## src/rtl/srlatch_seq.sv

```systemverilog
`default_nettype none
// +----------------------------------------------------------------------------+
// | Module   : srlatch_seq                                                      |
// | Purpose  : Round-robin set/clear sequencer for a bank of SR flag latches,   |
// |            with fixed-width s/r pulses, recovery gaps and a shadow copy.    |
// | Revision : 1.0  initial release                                            |
// +----------------------------------------------------------------------------+
module srlatch_seq #(
  parameter int NREQ  = 4,
  parameter int NFLAG = 8,
  parameter int IDXW  = 3,
  parameter int PULSE = 2
) (
  input  logic                 clk,
  input  logic                 rst_n,
  input  logic [NREQ-1:0]      req,
  input  logic [NREQ-1:0]      op,
  input  logic [NREQ*IDXW-1:0] idx,
  output logic [NREQ-1:0]      ack,
  output logic                 err,
  output logic [NFLAG-1:0]     s_o,
  output logic [NFLAG-1:0]     r_o,
  output logic [NFLAG-1:0]     flags,
  output logic                 busy
);

  localparam int PW = (NREQ > 1) ? $clog2(NREQ) : 1;
  localparam int CW = $clog2(PULSE + 1);

  localparam logic [PW-1:0]   c_LAST  = PW'(NREQ - 1);
  localparam logic [CW-1:0]   c_PULSE = CW'(PULSE);
  localparam logic [IDXW:0]   c_NFLAG = (IDXW + 1)'(NFLAG);
  localparam logic [NREQ-1:0] c_ONE   = NREQ'(1);

  localparam logic [2:0] S_INIT  = 3'd0;
  localparam logic [2:0] S_IDLE  = 3'd1;
  localparam logic [2:0] S_GRANT = 3'd2;
  localparam logic [2:0] S_DRIVE = 3'd3;
  localparam logic [2:0] S_GAP   = 3'd4;

  logic [2:0]       r_state;
  logic [CW-1:0]    r_cnt;
  logic [PW-1:0]    r_ptr;
  logic [PW-1:0]    r_win;
  logic             r_op;
  logic [IDXW-1:0]  r_idx;
  logic [NREQ-1:0]  r_excl;
  logic [NREQ-1:0]  r_ack;
  logic             r_err;
  logic [NFLAG-1:0] r_s;
  logic [NFLAG-1:0] r_r;
  logic [NFLAG-1:0] r_flags;
  logic             r_busy;

  logic [NREQ-1:0]  w_elig;
  logic [PW-1:0]    w_lo;
  logic [PW-1:0]    w_hi;
  logic             w_hit;
  logic [PW-1:0]    w_win;
  logic [IDXW-1:0]  w_win_idx;
  logic [NFLAG-1:0] w_sel;
  logic             w_oor;
  logic             w_cur;
  logic [NREQ-1:0]  w_win_oh;

  // The requester acked in the previous GAP still shows a stale req for one cycle.
  assign w_elig = req & ~r_excl;

  // Round-robin: lowest eligible index at or above the pointer, else lowest overall.
  always_comb begin
    w_lo  = '0;
    w_hi  = '0;
    w_hit = 1'b0;
    for (int j = NREQ - 1; j >= 0; j--) begin
      if (w_elig[j]) begin
        w_lo = PW'(j);
        if (PW'(j) >= r_ptr) begin
          w_hi  = PW'(j);
          w_hit = 1'b1;
        end
      end
    end
    w_win = w_hit ? w_hi : w_lo;
  end

  assign w_win_idx = idx[w_win*IDXW +: IDXW];

  always_comb begin
    w_sel = '0;
    for (int f = 0; f < NFLAG; f++) begin
      w_sel[f] = (r_idx == IDXW'(f));
    end
  end

  assign w_oor    = ({1'b0, r_idx} >= c_NFLAG);
  assign w_cur    = |(r_flags & w_sel);
  assign w_win_oh = c_ONE << r_win;

  always_ff @(posedge clk) begin
    if (!rst_n) begin
      r_state <= S_INIT;
      r_cnt   <= '0;
      r_ptr   <= '0;
      r_win   <= '0;
      r_op    <= 1'b0;
      r_idx   <= '0;
      r_excl  <= '0;
      r_ack   <= '0;
      r_err   <= 1'b0;
      r_s     <= '0;
      r_r     <= '0;
      r_flags <= '0;
      r_busy  <= 1'b0;
    end else begin
      r_ack <= '0;
      r_err <= 1'b0;
      case (r_state)
        S_INIT: begin
          r_busy <= 1'b1;
          if (r_cnt == c_PULSE) begin
            r_r     <= '0;
            r_cnt   <= '0;
            r_state <= S_GAP;
          end else begin
            r_r   <= '1;
            r_cnt <= r_cnt + CW'(1);
          end
        end
        S_IDLE: begin
          r_excl <= '0;
          if (|w_elig) begin
            r_win   <= w_win;
            r_op    <= op[w_win];
            r_idx   <= w_win_idx;
            r_ptr   <= (w_win == c_LAST) ? '0 : w_win + PW'(1);
            r_busy  <= 1'b1;
            r_state <= S_GRANT;
          end
        end
        S_GRANT: begin
          if (w_oor) begin
            r_err   <= 1'b1;
            r_ack   <= w_win_oh;
            r_state <= S_GAP;
          end else if (r_op == w_cur) begin
            r_ack   <= w_win_oh;
            r_state <= S_GAP;
          end else begin
            r_s     <= r_op ? w_sel : '0;
            r_r     <= r_op ? '0 : w_sel;
            r_cnt   <= CW'(1);
            r_state <= S_DRIVE;
          end
        end
        S_DRIVE: begin
          if (r_cnt == c_PULSE) begin
            r_s     <= '0;
            r_r     <= '0;
            r_flags <= r_op ? (r_flags | w_sel) : (r_flags & ~w_sel);
            r_ack   <= w_win_oh;
            r_state <= S_GAP;
          end else begin
            r_cnt <= r_cnt + CW'(1);
          end
        end
        S_GAP: begin
          r_excl  <= r_ack;
          r_busy  <= 1'b0;
          r_state <= S_IDLE;
        end
        default: begin
          r_s     <= '0;
          r_r     <= '0;
          r_busy  <= 1'b0;
          r_state <= S_IDLE;
        end
      endcase
    end
  end

  assign ack   = r_ack;
  assign err   = r_err;
  assign s_o   = r_s;
  assign r_o   = r_r;
  assign flags = r_flags;
  assign busy  = r_busy;

endmodule
`default_nettype wire

```

## config.mk

```make
export PLATFORM = sky130hd
export DESIGN_NAME = srlatch_seq
export DESIGN_NICKNAME = d
export VERILOG_FILES = /design/src/rtl/srlatch_seq.sv
export SDC_FILE = /design/constraint.sdc
export NUM_CORES = 1
export LEC_CHECK = 0
export CORE_ASPECT_RATIO = 1.2
export CORE_UTILIZATION = 50
export DETAILED_ROUTE_END_ITERATION = 10
export PLACE_DENSITY = 0.83
export SLEW_MARGIN = 20
export SYNTH_ARGS = -nofsm -noshare
export SYNTH_HDL_FRONTEND = slang
export SYNTH_SLANG_ARGS = --single-unit
export TNS_END_PERCENT = 5
```

## constraint.sdc

```tcl
create_clock -name clk -period 4.5 [get_ports clk]
set_input_delay 0.675 -clock clk [delete_from_list [all_inputs] [get_ports clk]]
set_output_delay 0.675 -clock clk [all_outputs]
set_load 0.05 [all_outputs]
```

### Word level (Yosys, flattened, before mapping)

Cells that the tools add are included.

| operators by class | value |
|---|---|
| add/sub/neg operators | 2 |
| multiply operators | 1 |
| divide/modulo/power cells | 0 |
| magnitude comparators | 5 |
| equal/unequal tests | 19 |
| shifts and indexed selects | 2 |
| muxes and demuxes | 47 |
| bitwise logic cells | 9 |
| reduce and logical (&&, ||, !) cells | 17 |

Operators with widths:

| operator | count |
|---|---|
| $mux W8 | 7 |
| $mux W2 | 17 |
| $pmux W8 S4 | 1 |
| $pmux W8 S3 | 1 |
| $and A8 B8 Y8 | 2 |
| $pmux W4 S2 | 2 |
| $eq A3 B3 Y1 const B | 5 |
| $eq A3 B2 Y1 const B | 4 |
| $shiftx A12 B5 Y3 | 1 |
| $mux W1 | 10 |
| $mux W3 | 3 |
| $pmux W3 S3 | 1 |
| $reduce_and A3 Y1 | 3 |
| $mux W4 | 2 |
| $ne A2 B2 Y1 const B | 4 |
| $not A8 Y8 | 1 |
| $or A8 B8 Y8 | 1 |
| $reduce_and A2 Y1 | 4 |
| $reduce_or A8 Y1 | 1 |
| $eq A3 B1 Y1 const B | 2 |
| $logic_not A3 Y1 | 2 |
| $pmux W2 S3 | 1 |
| $reduce_or A2 Y1 | 3 |
| $add A2 B1 Y2 const B | 2 |
| 17 further kinds | 22 |

| word-level totals | value |
|---|---|
| register bits after elaboration | 46 |
| latch bits | 0 |
| bits in writable memories | 0 |
| memory bits (read-only) | 0 |
| bits of input ports | 22 |
| output and inout port bits | 30 |
| logic and storage cells | 114 |
| memories | 0 |

### Logic depth before layout (Yosys ltp)

Gate-level depths: netlist of run 1.

| logic depth | value |
|---|---|
| depth in word-level cells | 12 |
| mapped depth | 8 |
| mapped depth without buffers | 7 |

### Worst setup path before layout of run 1

Ideal clock, no wire load.

| path | value |
|---|---|
| kind | register to register |
| start point | reg with a tool-made name |
| end point | reg r_cnt[1] |
| library setup time | 0.059 ns |
| arrival time | 2.202 ns |
| data required time | 4.441 ns |
| path slack | 2.239 ns |
| cell stages (with the launch flop) | 6 |
| buffers on the path | 0 |
| period minus slack after synthesis | 2.261 ns |
| path through | dfxtp_1 -> mux2i_1 -> mux4_2 -> mux2i_4 -> a2111oi_2 -> o221a_2 |

RTL lines:

| element | line | text |
|---|---|---|
| end signal, assigned | 126 | `r_cnt <= r_cnt + CW'(1);` |
| end signal, assigned | 163 | `r_cnt <= r_cnt + CW'(1);` |
| end, declared | 42 | `logic [CW-1:0] r_cnt;` |

### Final worst setup path of run 1

| path | value |
|---|---|
| start point | reg r_idx[0] |
| end point | reg r_s[0], in the netlist s_o[0] |

| on the way | value |
|---|---|
| longest elaborated chain between the ends | 6 |
| elaborated cells on any way between the ends | 16 |
| those cells by class | 9 x eq/ne; 3 x mux; 1 x bitwise; 3 x reduce/logical |

RTL lines:

| element | line | text |
|---|---|---|
| start, declared | 46 | `logic [IDXW-1:0] r_idx;` |
| start signal, assigned | 134 | `r_idx <= w_win_idx;` |
| $eq A3 B1 Y1, or another cell as far along | 91 | `w_sel[f] = (r_idx == IDXW'(f));` |
| $and A8 B8 Y8 | 96 | `assign w_cur = \|(r_flags & w_sel);` |
| $reduce_or A8 Y1 | 96 |  |
| $eq A1 B1 Y1 | 145 | `end else if (r_op == w_cur) begin` |
| $ne A2 B2 Y1 (no line) | n/a |  |
| $reduce_and A3 Y1 (no line) | n/a |  |
| end signal, assigned | 149 | `r_s <= r_op ? w_sel : '0;` |
| end, declared | 50 | `logic [NFLAG-1:0] r_s;` |

Parallel ways exist; a longest one is shown, timed or not. The select of a mux whose other input is x is not followed.
A chain may end at the register's enable or synchronous reset.

==> impl_results.html, run 1 <==
<table>
<tr><th>Metric</th><th>Value</th></tr>
<tr><th colspan="2">Yosys</th></tr>
<tr><td>Synthesized net count</td><td>between 200 and 300</td></tr>
<tr><td>Yosys warnings</td><td>0</td></tr>
<tr><td>Fraction of registers with async set/reset</td><td>0</td></tr>
<tr><td>Largest area contributor in the synthesized netlist</td><td>sky130_fd_sc_hd__dfxtp_1</td></tr>
<tr><td>Distinct cell type count after synthesis</td><td>44</td></tr>
<tr><td>Number of enable flip-flop cells after synthesis</td><td>0</td></tr>
<tr><td>Top flip-flop cell by instance count after synthesis</td><td>sky130_fd_sc_hd__dfxtp_1</td></tr>
<tr><td>Synthesized instance count</td><td>270</td></tr>
<tr><td>Mean Syn Cell Area</td><td>~8.9 sq um</td></tr>
<tr><td>Number of register bits inferred by synthesis</td><td>46</td></tr>
<tr><td>Ranking of synthesized cells by area</td><td>sky130_fd_sc_hd__dfxtp_1, sky130_fd_sc_hd__mux2i_1, sky130_fd_sc_hd__nand2_1</td></tr>
<tr><td>Share of Yosys cell area claimed by the top area cell type</td><td>0.385</td></tr>
<tr><td>Summed instance area of the synthesized netlist</td><td>about 2400 sq um</td></tr>
<tr><td>Sequential share of the synthesized area</td><td>0.385</td></tr>
<tr><th colspan="2">Placement</th></tr>
<tr><td>Placer congestion estimate</td><td>around 0.8</td></tr>
<tr><td>Placed insts</td><td>about 360</td></tr>
<tr><td>PortBufs</td><td>50</td></tr>
<tr><td>Estimated wirelength of the detail-placed design</td><td>3770 um</td></tr>
<tr><th colspan="2">Worst setup path</th></tr>
<tr><td>Worst setup SP type</td><td>register</td></tr>
<tr><td>Required arrival time at the worst endpoint</td><td>between 4 and 5 ns</td></tr>
<tr><td>Critical path class</td><td>reg -&gt; reg</td></tr>
<tr><td>Critical-path maximum fanout</td><td>21</td></tr>
<tr><td>Cell with the largest stage delay on the worst path</td><td>sky130_fd_sc_hd__dfxtp_1</td></tr>
<tr><td>Largest stage delay, worst path</td><td>a little under 0.8 ns</td></tr>
<tr><td>CP Cell Sequence</td><td>mux2i_1 &gt; mux4_2 &gt; mux2i_4 &gt; a21oi_2 &gt; mux2i_1</td></tr>
<tr><td>Arrival time at the worst endpoint</td><td>around 2.9 ns</td></tr>
<tr><td>Worst reg-to-reg setup slack</td><td>roughly 1.9 ns</td></tr>
<tr><td>Buffers &amp; Inverters on Critical Path</td><td>0</td></tr>
<tr><td>Largest delay contributor family on the critical path</td><td>multiplexers</td></tr>
<tr><td>Worst setup EP type</td><td>register</td></tr>
<tr><td>Reg-to-reg endpoint</td><td>s_o[0]</td></tr>
<tr><td>FF-to-FF path depth</td><td>5</td></tr>
<tr><td>Most frequent cell on the critical path</td><td>sky130_fd_sc_hd__mux2i_1</td></tr>
<tr><td>R2R Path Start</td><td>r_idx[0]</td></tr>
<tr><th colspan="2">Die</th></tr>
<tr><td>Standard cell core area</td><td>approximately 4600 sq um</td></tr>
<tr><td>Die width</td><td>about 65 um</td></tr>
<tr><td>Die span in y</td><td>77.8 um</td></tr>
<tr><td>Ports</td><td>52</td></tr>
<tr><td># rows</td><td>27</td></tr>
<tr><td>Initial Utilization</td><td>0.521</td></tr>
<tr><td>Die Area</td><td>~5100 sq um</td></tr>
<tr><th colspan="2">Hold path</th></tr>
<tr><td>Instance count along the most critical hold path</td><td>2</td></tr>
<tr><td>Class of the tightest hold or removal check</td><td>reg -&gt; reg</td></tr>
<tr><td>Worst hold start</td><td>s_o[1]</td></tr>
<tr><td>Worst Hold Endpoint</td><td>s_o[1]</td></tr>
<tr><th colspan="2">Global route</th></tr>
<tr><td>GRT Total Usage</td><td>0.222</td></tr>
<tr><td>First-pass GRT wire length</td><td>8910 um</td></tr>
<tr><td>Aggregate global routing overflow</td><td>0</td></tr>
<tr><td>Antenna violations before repair</td><td>0</td></tr>
<tr><td>Number of global-route vias before repair</td><td>around 2000</td></tr>
<tr><td>Maximum number of pins on one net before global-route repair</td><td>31</td></tr>
<tr><th colspan="2">Timing</th></tr>
<tr><td>Setup TNS</td><td>0 ns</td></tr>
<tr><td>Final Hold Viols</td><td>0</td></tr>
<tr><td>Maximum clock skew at final layout</td><td>about 0.0084 ns</td></tr>
<tr><td>Final worst path period need</td><td>~2.6 ns</td></tr>
<tr><td>Setup violators final</td><td>0</td></tr>
<tr><td>Pins over their slew limit</td><td>0</td></tr>
<tr><td>Normalized max-slew margin</td><td>0.384</td></tr>
<tr><td>RSZ-0062 raised after global routing</td><td>no</td></tr>
<tr><td>Transition time at the pin with the least slew margin</td><td>0.921 ns</td></tr>
<tr><td>Maximum clock rate</td><td>about 380 MHz</td></tr>
<tr><td>Portion of the clock cycle consumed by the worst path in the final layout</td><td>0.586</td></tr>
<tr><td>Min Hold Slack</td><td>about 0.45 ns</td></tr>
<tr><th colspan="2">Routing</th></tr>
<tr><td>1st-iter DRT viols</td><td>152</td></tr>
<tr><td>Number of vias after detailed routing</td><td>approximately 2100</td></tr>
<tr><td>Final WL</td><td>5240 um</td></tr>
<tr><td>Detailed-routing iteration count for the pre-antenna-repair pass</td><td>5</td></tr>
<tr><td>Drt wl/cell</td><td>14.3 um</td></tr>
<tr><td>Routed vias/inst</td><td>between 5 and 6</td></tr>
<tr><td>Remaining number of nets flagged by the antenna check after routing</td><td>0</td></tr>
<tr><td>Total DRC errors in the routed layout</td><td>0</td></tr>
<tr><th colspan="2">Clock tree</th></tr>
<tr><td>Total setup buffers inserted after CTS</td><td>0</td></tr>
<tr><td>Cts repair resizes</td><td>0</td></tr>
<tr><td>Quantity of hold-fixing buffers added after cts</td><td>0</td></tr>
<tr><td>CTS Root Buffer Type</td><td>sky130_fd_sc_hd__clkbuf_8</td></tr>
<tr><td>Max Buffers Root-to-Sink</td><td>2</td></tr>
<tr><td>Clock tree from TritonCTS</td><td>done</td></tr>
<tr><td>Clock transition at the registers of the reported paths</td><td>0.08 ns</td></tr>
<tr><td>Clock network latency to the later pin of the worst-skew pair</td><td>0.29 ns</td></tr>
<tr><td>Cts bufs inserted</td><td>5</td></tr>
<tr><td>Max H-tree Level</td><td>2</td></tr>
<tr><td>Sinks on the clock net</td><td>46</td></tr>
<tr><th colspan="2">Job</th></tr>
<tr><td>Count of max-cap constraint violations</td><td>0</td></tr>
<tr><th colspan="2">Layout</th></tr>
<tr><td>Syn-to-layout area delta</td><td>24.4%</td></tr>
<tr><td>Fraction of layout cells with a size suffix above 1</td><td>0.0779</td></tr>
<tr><td>Most frequent standard cell in the layout excluding fill and tap cells</td><td>sky130_fd_sc_hd__clkdlybuf4s50_1</td></tr>
<tr><td>Number of inserted diodes</td><td>0</td></tr>
<tr><td>Count of fill cells added during filler insertion</td><td>between 300 and 400</td></tr>
<tr><td>Final #Nets</td><td>332</td></tr>
<tr><td>Share of the core filled with cells in the final layout</td><td>0.648</td></tr>
<tr><td>Commonest cells after routing, fill and taps aside</td><td>sky130_fd_sc_hd__clkdlybuf4s50_1, sky130_fd_sc_hd__dfxtp_1, sky130_fd_sc_hd__nand2_1</td></tr>
<tr><td>Final non-filler cell total</td><td>366</td></tr>
<tr><th colspan="2">Run status</th></tr>
<tr><td>Run status</td><td>completed</td></tr>
<tr><th colspan="2">Power and ir drop</th></tr>
<tr><td>Switching part of the total power</td><td>0.413</td></tr>
<tr><td>Reported net switching power</td><td>between 600 and 700 uW</td></tr>
<tr><td>Sequential group share of total power</td><td>0.404</td></tr>
<tr><td>Internal power</td><td>between 800 and 900 uW</td></tr>
<tr><td>Combinational share of power</td><td>0.419</td></tr>
<tr><td>Leakage dissipation</td><td>roughly 0.0011 uW</td></tr>
<tr><td>Pwr per Cell Area</td><td>approximately 490 nW/um^2</td></tr>
<tr><td>VDD IR max</td><td>~230 uV</td></tr>
<tr><td>Clock network fraction of total power</td><td>0.177</td></tr>
</table>
[synthesized netlist by cell type, drive strengths merged, types with 2 or more instances]
| library cell | count |
|---|---|
| dfxtp | 46 |
| mux2i | 31 |
| nand2 | 31 |
| nor2b | 17 |
| nand3 | 14 |
| nor2 | 14 |
| clkbuf | 12 |
| inv | 10 |
| a21oi | 9 |
| buf | 9 |
| o221a | 9 |
| nand2b | 7 |
| o21ai | 6 |
| a22oi | 5 |
| o221ai | 5 |
| and2 | 4 |
| nor3 | 4 |
| o22ai | 4 |
| ha | 3 |
| nand4 | 3 |
| o211ai | 3 |
| a21boi | 2 |
| and3 | 2 |
| nand3b | 2 |
| nor3b | 2 |
| nor4b | 2 |
| xnor2 | 2 |
[power by group through the flow]
stage	combinational, uW	sequential, uW	clock (uW)
finish	612	589	258
global route	656	604	279
detailed placement	611	595	0
global placement	600	593	0
floorplan	389	662	0
CTS	612	588	261
[how the worst max path moves through the flow]
stage / start / cells after the start / endpoint
after floorplan: register / 5 / r_cnt[1]
after global placement: rst_n / 4 / s_o[1]
after detailed placement: req[1] / 6 / r_idx[1]
after CTS: r_idx[0] / 5 / s_o[5]
after global routing: r_idx[0] / 5 / r_o[6]
final: r_idx[0] / 5 / s_o[0]
[cell families (layout without fill, tap and decap cells)]
| family | Yosys count | count (layout) | share of synthesized area |
|---|---|---|---|
| flip-flops | 46 | 46 | 0.385 |
| AO/OA/AOI/OAI | 51 | 51 | 0.170 |
| AND/OR/NAND/NOR | 103 | 103 | 0.218 |
| XOR/XNOR | 3 | 3 | 0.0110 |
| other | 1 | 1 | 0.00157 |
| multiplexers | 32 | 32 | 0.144 |
| adder cells (fa/ha/maj) | 3 | 3 | 0.0157 |
| buffers and inverters | 31 | 69 | 0.0544 |
[worst reg2reg max path, cell delays in order (launching register included)]
cell	delay, ns
sky130_fd_sc_hd__dfxtp_1	0.77
sky130_fd_sc_hd__mux2i_1	0.17
sky130_fd_sc_hd__mux4_2	0.56
sky130_fd_sc_hd__mux2i_4	0.26
sky130_fd_sc_hd__a21oi_2	0.52
sky130_fd_sc_hd__mux2i_1	0.29
[stage by stage]
| step | power, uW | cell area [sq um] | setup slack (ns) |
|---|---|---|---|
| floorplan | 1050 | 2390 | 2.24 |
| global placement | 1190 | 2880 | 1.88 |
| detailed placement | 1210 | 2890 | 1.90 |
| CTS | 1460 | 2980 | 1.89 |
| global route | 1540 | 2980 | 1.72 |
| finish | 1460 | 2980 | 1.86 |
[layer usage]
layer / GRT usage / wire length (um) / vias up
met5: 0 / 0 / -
met4: 0.0848 / 62 / 0
met3: 0.0309 / 222 / 6
met2: 0.366 / 2560 / 68
met1: 0.288 / 2390 / 995
li1: - / - / 1035
[final cells by class]
class	instances	area (sq um)	share of cell area
multi-input cells	193	1350	0.453
flip-flops and latches	46	921	0.309
repair buffers	51	508	0.171
clock buffers	7	86.3	0.0290
well taps	58	72.6	0.0244
inverters	10	37.5	0.0126
clock inverters	1	5.00	0.00168
Power figures use the tool's default switching activity.
==> inputs of run 2 (changes only) <==
clock period = 2.6 ns   (was 4.5 ns; I/O delays follow)
==> impl_results.html, run 2 (synthesized netlist as in run 1, its figures left out) <==
<table>
<tr><th>Metric</th><th>Value</th></tr>
<tr><th colspan="2">Run status</th></tr>
<tr><td>Run status</td><td>completed</td></tr>
<tr><th colspan="2">Routing</th></tr>
<tr><td>Final WL</td><td>5380 um (+2.7%)</td></tr>
<tr><td>Detailed-routing iteration count for the pre-antenna-repair pass</td><td>4 (-1)</td></tr>
<tr><td>Total DRC errors in the routed layout</td><td>0 (unchanged)</td></tr>
<tr><td>Remaining number of nets flagged by the antenna check after routing</td><td>0 (unchanged)</td></tr>
<tr><td>1st-iter DRT viols</td><td>112 (-26%)</td></tr>
<tr><td>Number of vias after detailed routing</td><td>2090 (-0.67%)</td></tr>
<tr><td>Drt wl/cell</td><td>14.5 um (+1.3%)</td></tr>
<tr><td>Routed vias/inst</td><td>5.63 (-2.0%)</td></tr>
<tr><th colspan="2">Worst setup path</th></tr>
<tr><td>Critical-path maximum fanout</td><td>9 (-57%)</td></tr>
<tr><td>Most frequent cell on the critical path</td><td>sky130_fd_sc_hd__mux2i_1</td></tr>
<tr><td>Critical path class</td><td>reg -&gt; reg</td></tr>
<tr><td>CP Cell Sequence</td><td>mux2i_1 &gt; mux4_2 &gt; mux2i_4 &gt; a21oi_2 &gt; mux2i_1</td></tr>
<tr><td>Worst setup EP type</td><td>register</td></tr>
<tr><td>Cell with the largest stage delay on the worst path</td><td>sky130_fd_sc_hd__dfxtp_1</td></tr>
<tr><td>Worst setup SP type</td><td>register</td></tr>
<tr><td>Required arrival time at the worst endpoint</td><td>2.83 ns (-1.88 ns)</td></tr>
<tr><td>Largest stage delay, worst path</td><td>0.54 ns (-0.23 ns)</td></tr>
<tr><td>Arrival time at the worst endpoint</td><td>2.49 ns (-0.36 ns)</td></tr>
<tr><th colspan="2">Timing</th></tr>
<tr><td>Portion of the clock cycle consumed by the worst path in the final layout</td><td>0.869 (+0.283)</td></tr>
<tr><td>Final Hold Viols</td><td>0 (unchanged)</td></tr>
<tr><td>Maximum clock rate</td><td>442 MHz (+17%)</td></tr>
<tr><td>Transition time at the pin with the least slew margin</td><td>0.608 ns (-0.313 ns)</td></tr>
<tr><td>Min Hold Slack</td><td>0.445 ns (-0.00955 ns)</td></tr>
<tr><td>Pins over their slew limit</td><td>0 (unchanged)</td></tr>
<tr><td>Normalized max-slew margin</td><td>0.594 (+0.209)</td></tr>
<tr><td>Setup TNS</td><td>0 ns (unchanged)</td></tr>
<tr><td>Final worst path period need</td><td>2.26 ns (-0.378 ns)</td></tr>
<tr><td>RSZ-0062 raised after global routing</td><td>no</td></tr>
<tr><td>Maximum clock skew at final layout</td><td>0.0125 ns (+0.00404 ns)</td></tr>
<tr><td>Setup violators final</td><td>0 (unchanged)</td></tr>
<tr><th colspan="2">Die</th></tr>
<tr><td>Die width</td><td>65.2 um (unchanged)</td></tr>
<tr><td>Ports</td><td>52 (unchanged)</td></tr>
<tr><td>Die Area</td><td>5070 sq um (unchanged)</td></tr>
<tr><td>Die span in y</td><td>77.8 um (unchanged)</td></tr>
<tr><td>Initial Utilization</td><td>0.521 (unchanged)</td></tr>
<tr><td>Standard cell core area</td><td>4590 sq um (unchanged)</td></tr>
<tr><td># rows</td><td>27 (unchanged)</td></tr>
<tr><th colspan="2">Placement</th></tr>
<tr><td>Estimated wirelength of the detail-placed design</td><td>3790 um (+0.56%)</td></tr>
<tr><td>Placer congestion estimate</td><td>0.828 (+2.9%)</td></tr>
<tr><td>Placement-stage cell area</td><td>2930 sq um (+1.6%)</td></tr>
<tr><td>PortBufs</td><td>50 (unchanged)</td></tr>
<tr><th colspan="2">Layout</th></tr>
<tr><td>Count of fill cells added during filler insertion</td><td>390 (-2.3%)</td></tr>
<tr><td>Summed area of non-filler cells in the final layout</td><td>3020 sq um (+1.5%)</td></tr>
<tr><td>Total area of multi-input combinational cells</td><td>1340 sq um (-0.37%)</td></tr>
<tr><td>Area taken by flip-flops and latches</td><td>921 sq um (unchanged)</td></tr>
<tr><td>Syn-to-layout area delta</td><td>26.3%</td></tr>
<tr><td>Commonest cells after routing, fill and taps aside</td><td>sky130_fd_sc_hd__clkdlybuf4s50_1, sky130_fd_sc_hd__dfxtp_1, sky130_fd_sc_hd__nand2_1</td></tr>
<tr><td>Number of inserted diodes</td><td>0 (unchanged)</td></tr>
<tr><td>Most frequent standard cell in the layout excluding fill and tap cells</td><td>sky130_fd_sc_hd__clkdlybuf4s50_1</td></tr>
<tr><td>Final #Nets</td><td>337 (+1.5%)</td></tr>
<tr><td>Fraction of layout cells with a size suffix above 1</td><td>0.0895 (+0.0115)</td></tr>
<tr><th colspan="2">Clock tree</th></tr>
<tr><td>Cts bufs inserted</td><td>5 (unchanged)</td></tr>
<tr><td>CTS Root Buffer Type</td><td>sky130_fd_sc_hd__clkbuf_8</td></tr>
<tr><td>Sinks on the clock net</td><td>46 (unchanged)</td></tr>
<tr><td>Clock tree from TritonCTS</td><td>done</td></tr>
<tr><td>Cts repair resizes</td><td>0 (unchanged)</td></tr>
<tr><td>Max H-tree Level</td><td>2 (unchanged)</td></tr>
<tr><td>Max Buffers Root-to-Sink</td><td>2 (unchanged)</td></tr>
<tr><td>Total setup buffers inserted after CTS</td><td>0 (unchanged)</td></tr>
<tr><td>Quantity of hold-fixing buffers added after cts</td><td>0 (unchanged)</td></tr>
<tr><td>Clock network latency to the later pin of the worst-skew pair</td><td>0.30 ns (about the same)</td></tr>
<tr><td>Clock transition at the registers of the reported paths</td><td>0.09 ns (about the same)</td></tr>
<tr><th colspan="2">Global route</th></tr>
<tr><td>GRT Total Usage</td><td>0.233 (+0.0117)</td></tr>
<tr><td>Number of global-route vias before repair</td><td>1981 (+0.76%)</td></tr>
<tr><td>Maximum number of pins on one net before global-route repair</td><td>47 (+52%)</td></tr>
<tr><td>First-pass GRT wire length</td><td>9320 um (+4.6%)</td></tr>
<tr><td>Antenna violations before repair</td><td>0 (unchanged)</td></tr>
<tr><td>Aggregate global routing overflow</td><td>0 (unchanged)</td></tr>
<tr><th colspan="2">Power and ir drop</th></tr>
<tr><td>Pwr per Cell Area</td><td>849 nW/um^2 (+73%)</td></tr>
<tr><td>VDD IR max</td><td>497 uV (+110%)</td></tr>
<tr><td>Leakage dissipation</td><td>0.00109 uW (+2.7%)</td></tr>
<tr><th colspan="2">Job</th></tr>
<tr><td>Count of max-cap constraint violations</td><td>0 (unchanged)</td></tr>
<tr><th colspan="2">Hold path</th></tr>
<tr><td>Class of the tightest hold or removal check</td><td>reg -&gt; reg</td></tr>
</table>
run 2: area by class of cell:
cell class	instances	area share
multi-input cells	193	0.444
flip-flops and latches	46	0.305
repair buffers	56	0.185
clock buffers	7	0.0286
well taps	58	0.0240
inverters	10	0.0124
clock inverters	1	0.00166
run 2: per-layer routing:
| layer | up-vias | part of all wire | GRT usage |
|---|---|---|---|
| li1 | 1049 | - | - |
| met1 | 978 | 0.45 | 0.308 |
| met2 | 55 | 0.49 | 0.365 |
| met3 | 8 | 0.043 | 0.0515 |
| met4 | 0 | 0.018 | 0.0935 |
| met5 | - | 0 | 0 |
run 2: power breakdown:
part	internal, uW	switching, uW	total [uW]
logic	470	685	1150
clock network	215	230	444
registers	831	136	967
run 2: worst max-delay path: cells and delay by family (launching register included):
family             cells  cell delay (ns)
AOI/OAI and AO/OA      1             0.47
DFF                    1             0.54
muxes                  4             1.18
run 2: through the flow:
| step | setup slack (ns) | util | std cells | power (uW) |
|---|---|---|---|---|
| after detailed placement | 0.349 | 0.638 | 363 | 2130 |
| after floorplan | 0.339 | - | 270 | 1820 |
| final | 0.340 | 0.658 | 371 | 2570 |
| after global placement | 0.364 | 0.638 | 363 | 2110 |
| after global routing | 0.166 | 0.658 | 371 | 2720 |
| after CTS | 0.338 | 0.658 | 371 | 2570 |
run 2: final timing paths:
kind | slack (ns) | from | cells past startpoint | end
max | 0.34 | r_idx[0] | 5 | s_o[6]
max reg2reg | 0.34 | r_idx[0] | 5 | s_o[6]
min | 0.45 | busy | 2 | busy
min reg2reg | 0.45 | busy | 2 | busy
==> inputs of run 3 (changes only) <==
ABC_CLOCK_PERIOD_IN_PS = 2800   (was default)
clock period = 2.8 ns   (was 2.6 ns; I/O delays follow)
==> impl_results.html, run 3 (synthesized netlist as in run 1, its figures left out) <==
<table>
<tr><th>Metric</th><th>Value</th></tr>
<tr><th colspan="2">Run status</th></tr>
<tr><td>Run status</td><td>completed</td></tr>
<tr><th colspan="2">Worst setup path</th></tr>
<tr><td>Critical path class</td><td>reg -&gt; reg</td></tr>
<tr><td>Arrival time at the worst endpoint</td><td>2.54 ns (+0.05 ns)</td></tr>
<tr><td>Critical-path maximum fanout</td><td>9 (unchanged)</td></tr>
<tr><td>R2R Path Start</td><td>r_idx[0]</td></tr>
<tr><td>CP Cell Sequence</td><td>mux2i_1 &gt; mux4_2 &gt; mux2i_4 &gt; a221oi_2 &gt; o221a_2</td></tr>
<tr><td>FF-to-FF path depth</td><td>5 (unchanged)</td></tr>
<tr><td>Worst setup EP type</td><td>register</td></tr>
<tr><td>Required arrival time at the worst endpoint</td><td>3.05 ns (+0.22 ns)</td></tr>
<tr><td>Cell with the largest stage delay on the worst path</td><td>sky130_fd_sc_hd__dfxtp_1</td></tr>
<tr><td>Worst setup SP type</td><td>register</td></tr>
<tr><td>Buffers &amp; Inverters on Critical Path</td><td>0 (unchanged)</td></tr>
<tr><td>Worst reg-to-reg setup slack</td><td>0.51 ns (+0.17 ns)</td></tr>
<tr><td>Largest stage delay, worst path</td><td>0.54 ns (about the same)</td></tr>
<tr><td>Reg-to-reg endpoint</td><td>r_o[0]</td></tr>
<tr><td>Largest delay contributor family on the critical path</td><td>multiplexers</td></tr>
<tr><th colspan="2">Die</th></tr>
<tr><td>Initial Utilization</td><td>0.521 (unchanged)</td></tr>
<tr><td>Die span in y</td><td>77.8 um (unchanged)</td></tr>
<tr><td># rows</td><td>27 (unchanged)</td></tr>
<tr><td>Standard cell core area</td><td>4590 sq um (unchanged)</td></tr>
<tr><td>Die Area</td><td>5070 sq um (unchanged)</td></tr>
<tr><td>Ports</td><td>52 (unchanged)</td></tr>
<tr><td>Die width</td><td>65.2 um (unchanged)</td></tr>
<tr><th colspan="2">Layout</th></tr>
<tr><td>Final non-filler cell total</td><td>373 (+0.54%)</td></tr>
<tr><td>Fraction of layout cells with a size suffix above 1</td><td>0.0921 (+0.00261)</td></tr>
<tr><td>Final #Nets</td><td>339 (+0.59%)</td></tr>
<tr><td>Commonest cells after routing, fill and taps aside</td><td>sky130_fd_sc_hd__clkdlybuf4s50_1, sky130_fd_sc_hd__dfxtp_1, sky130_fd_sc_hd__nand2_1</td></tr>
<tr><td>Most frequent standard cell in the layout excluding fill and tap cells</td><td>sky130_fd_sc_hd__clkdlybuf4s50_1</td></tr>
<tr><td>Syn-to-layout area delta</td><td>27.0%</td></tr>
<tr><td>Number of inserted diodes</td><td>0 (unchanged)</td></tr>
<tr><th colspan="2">Power and ir drop</th></tr>
<tr><td>VDD IR max</td><td>384 uV (-23%)</td></tr>
<tr><td>Overall Power</td><td>2450 uW (-4.7%)</td></tr>
<tr><td>Leakage dissipation</td><td>0.00110 uW (+1.1%)</td></tr>
<tr><td>Pwr per Cell Area</td><td>805 nW/um^2 (-5.2%)</td></tr>
<tr><th colspan="2">Clock tree</th></tr>
<tr><td>Clock transition at the registers of the reported paths</td><td>0.08 ns (about the same)</td></tr>
<tr><td>Clock network latency to the later pin of the worst-skew pair</td><td>0.30 ns (about the same)</td></tr>
<tr><td>Cts repair resizes</td><td>0 (unchanged)</td></tr>
<tr><td>Clock tree from TritonCTS</td><td>done</td></tr>
<tr><td>Sinks on the clock net</td><td>46 (unchanged)</td></tr>
<tr><td>CTS Root Buffer Type</td><td>sky130_fd_sc_hd__clkbuf_8</td></tr>
<tr><td>Max H-tree Level</td><td>2 (unchanged)</td></tr>
<tr><td>Cts bufs inserted</td><td>5 (unchanged)</td></tr>
<tr><td>Max Buffers Root-to-Sink</td><td>2 (unchanged)</td></tr>
<tr><td>Total setup buffers inserted after CTS</td><td>0 (unchanged)</td></tr>
<tr><td>Quantity of hold-fixing buffers added after cts</td><td>0 (unchanged)</td></tr>
<tr><th colspan="2">Routing</th></tr>
<tr><td>Number of vias after detailed routing</td><td>2078 (-0.57%)</td></tr>
<tr><td>1st-iter DRT viols</td><td>92 (-18%)</td></tr>
<tr><td>Total DRC errors in the routed layout</td><td>0 (unchanged)</td></tr>
<tr><td>Remaining number of nets flagged by the antenna check after routing</td><td>0 (unchanged)</td></tr>
<tr><td>Drt wl/cell</td><td>14.3 um (-1.6%)</td></tr>
<tr><td>Routed vias/inst</td><td>5.57 (-1.1%)</td></tr>
<tr><td>Final WL</td><td>5320 um (-1.1%)</td></tr>
<tr><td>Detailed-routing iteration count for the pre-antenna-repair pass</td><td>5 (+1)</td></tr>
<tr><th colspan="2">Timing</th></tr>
<tr><td>Normalized max-slew margin</td><td>0.601 (+0.00672)</td></tr>
<tr><td>RSZ-0062 raised after global routing</td><td>no</td></tr>
<tr><td>Worst setup slack after layout</td><td>0.513 ns (+0.173 ns)</td></tr>
<tr><td>Portion of the clock cycle consumed by the worst path in the final layout</td><td>0.817 (-0.0526)</td></tr>
<tr><td>Final Hold Viols</td><td>0 (unchanged)</td></tr>
<tr><td>Final worst path period need</td><td>2.29 ns (+0.0267 ns)</td></tr>
<tr><td>Setup TNS</td><td>0 ns (unchanged)</td></tr>
<tr><td>Transition time at the pin with the least slew margin</td><td>0.599 ns (-0.00877 ns)</td></tr>
<tr><td>Maximum clock rate</td><td>437 MHz (-1.2%)</td></tr>
<tr><td>Setup violators final</td><td>0 (unchanged)</td></tr>
<tr><td>Pins over their slew limit</td><td>0 (unchanged)</td></tr>
<tr><td>Maximum clock skew at final layout</td><td>0.00552 ns (-0.00693 ns)</td></tr>
<tr><th colspan="2">Placement</th></tr>
<tr><td>PortBufs</td><td>50 (unchanged)</td></tr>
<tr><td>Placer congestion estimate</td><td>0.838 (+1.1%)</td></tr>
<tr><td>Estimated wirelength of the detail-placed design</td><td>3860 um (+1.7%)</td></tr>
<tr><td>Pre-CTS setup slack</td><td>0.470 ns (+0.121 ns)</td></tr>
<tr><td>Placed insts</td><td>365 (+0.55%)</td></tr>
<tr><th colspan="2">Hold path</th></tr>
<tr><td>Worst Hold Endpoint</td><td>busy</td></tr>
<tr><td>Worst hold start</td><td>busy</td></tr>
<tr><td>Class of the tightest hold or removal check</td><td>reg -&gt; reg</td></tr>
<tr><td>Instance count along the most critical hold path</td><td>2 (unchanged)</td></tr>
<tr><th colspan="2">Global route</th></tr>
<tr><td>Aggregate global routing overflow</td><td>0 (unchanged)</td></tr>
<tr><td>Antenna violations before repair</td><td>0 (unchanged)</td></tr>
<tr><td>Maximum number of pins on one net before global-route repair</td><td>25 (-47%)</td></tr>
<tr><td>Number of global-route vias before repair</td><td>1975 (-0.30%)</td></tr>
<tr><td>GRT Total Usage</td><td>0.228 (-0.00564)</td></tr>
<tr><td>First-pass GRT wire length</td><td>8960 um (-3.8%)</td></tr>
<tr><th colspan="2">Job</th></tr>
<tr><td>Count of max-cap constraint violations</td><td>0 (unchanged)</td></tr>
</table>
==> run 3: changes by cell type in the layout (fill, tap and decap cells not counted) <==
cell	before	now
sky130_fd_sc_hd__buf_12	1	0
sky130_fd_sc_hd__clkinv_2	1	0
sky130_fd_sc_hd__bufinv_16	0	1
sky130_fd_sc_hd__clkbuf_8	6	5
sky130_fd_sc_hd__buf_4	5	8
sky130_fd_sc_hd__clkbuf_1	1	2
==> run 3: through the flow <==
stage	area, sq um	utilization	hold WS, ns
2_1_floorplan	2390	-	0.458
3_3_place_gp	2930	0.639	0.433
6_report	3040	0.662	0.451
5_1_grt	3040	0.662	0.486
3_5_place_dp	2930	0.639	0.444
4_1_cts	3040	0.662	0.457
==> run 3: layout make-up <==
cell class / count / area, sq um
Clock buffer: 7 / 76.3
Clock inverter: 1 / 30.0
Fill cell: 394 / 1550
Inverter: 10 / 37.5
Multi-Input combinational cell: 193 / 1340
Sequential cell: 46 / 921
Tap cell: 58 / 72.6
Timing Repair Buffer: 58 / 561
==> run 3: per-layer routing <==
layer | wire (um) | part of all wire | up-vias | global-route usage
met5 | 0 | 0 | - | 0
met4 | 137 | 0.026 | 0 | 0.117
met3 | 180 | 0.034 | 13 | 0.0500
met2 | 2570 | 0.48 | 47 | 0.349
met1 | 2440 | 0.46 | 970 | 0.295
li1 | - | - | 1048 | -
==> run 3: power by group <==
group          switching [uW]  total, uW  internal (uW)  leakage (uW)
logic                     657       1090            433      0.000674
clock network             216        483            267     0.0000524
registers                 101        873            772      0.000375
==> run 3: worst max path at each step <==
stage | slack, ns | startpoint | cells past startpoint | end
floorplan | 0.54 | register | 5 | r_cnt[1]
global placement | 0.50 | req[1] | 6 | r_idx[1]
detailed placement | 0.47 | req[1] | 6 | r_idx[1]
CTS | 0.53 | r_idx[0] | 5 | s_o[1]
global route | 0.38 | r_idx[0] | 5 | s_o[1]
finish | 0.51 | r_idx[0] | 5 | r_o[0]
==> run 3: tightest hold or removal path: stages, from the launching register on <==
cell	delay (ns)
sky130_fd_sc_hd__dfxtp_1	0.32
sky130_fd_sc_hd__inv_1	0.05
sky130_fd_sc_hd__a21oi_1	0.05
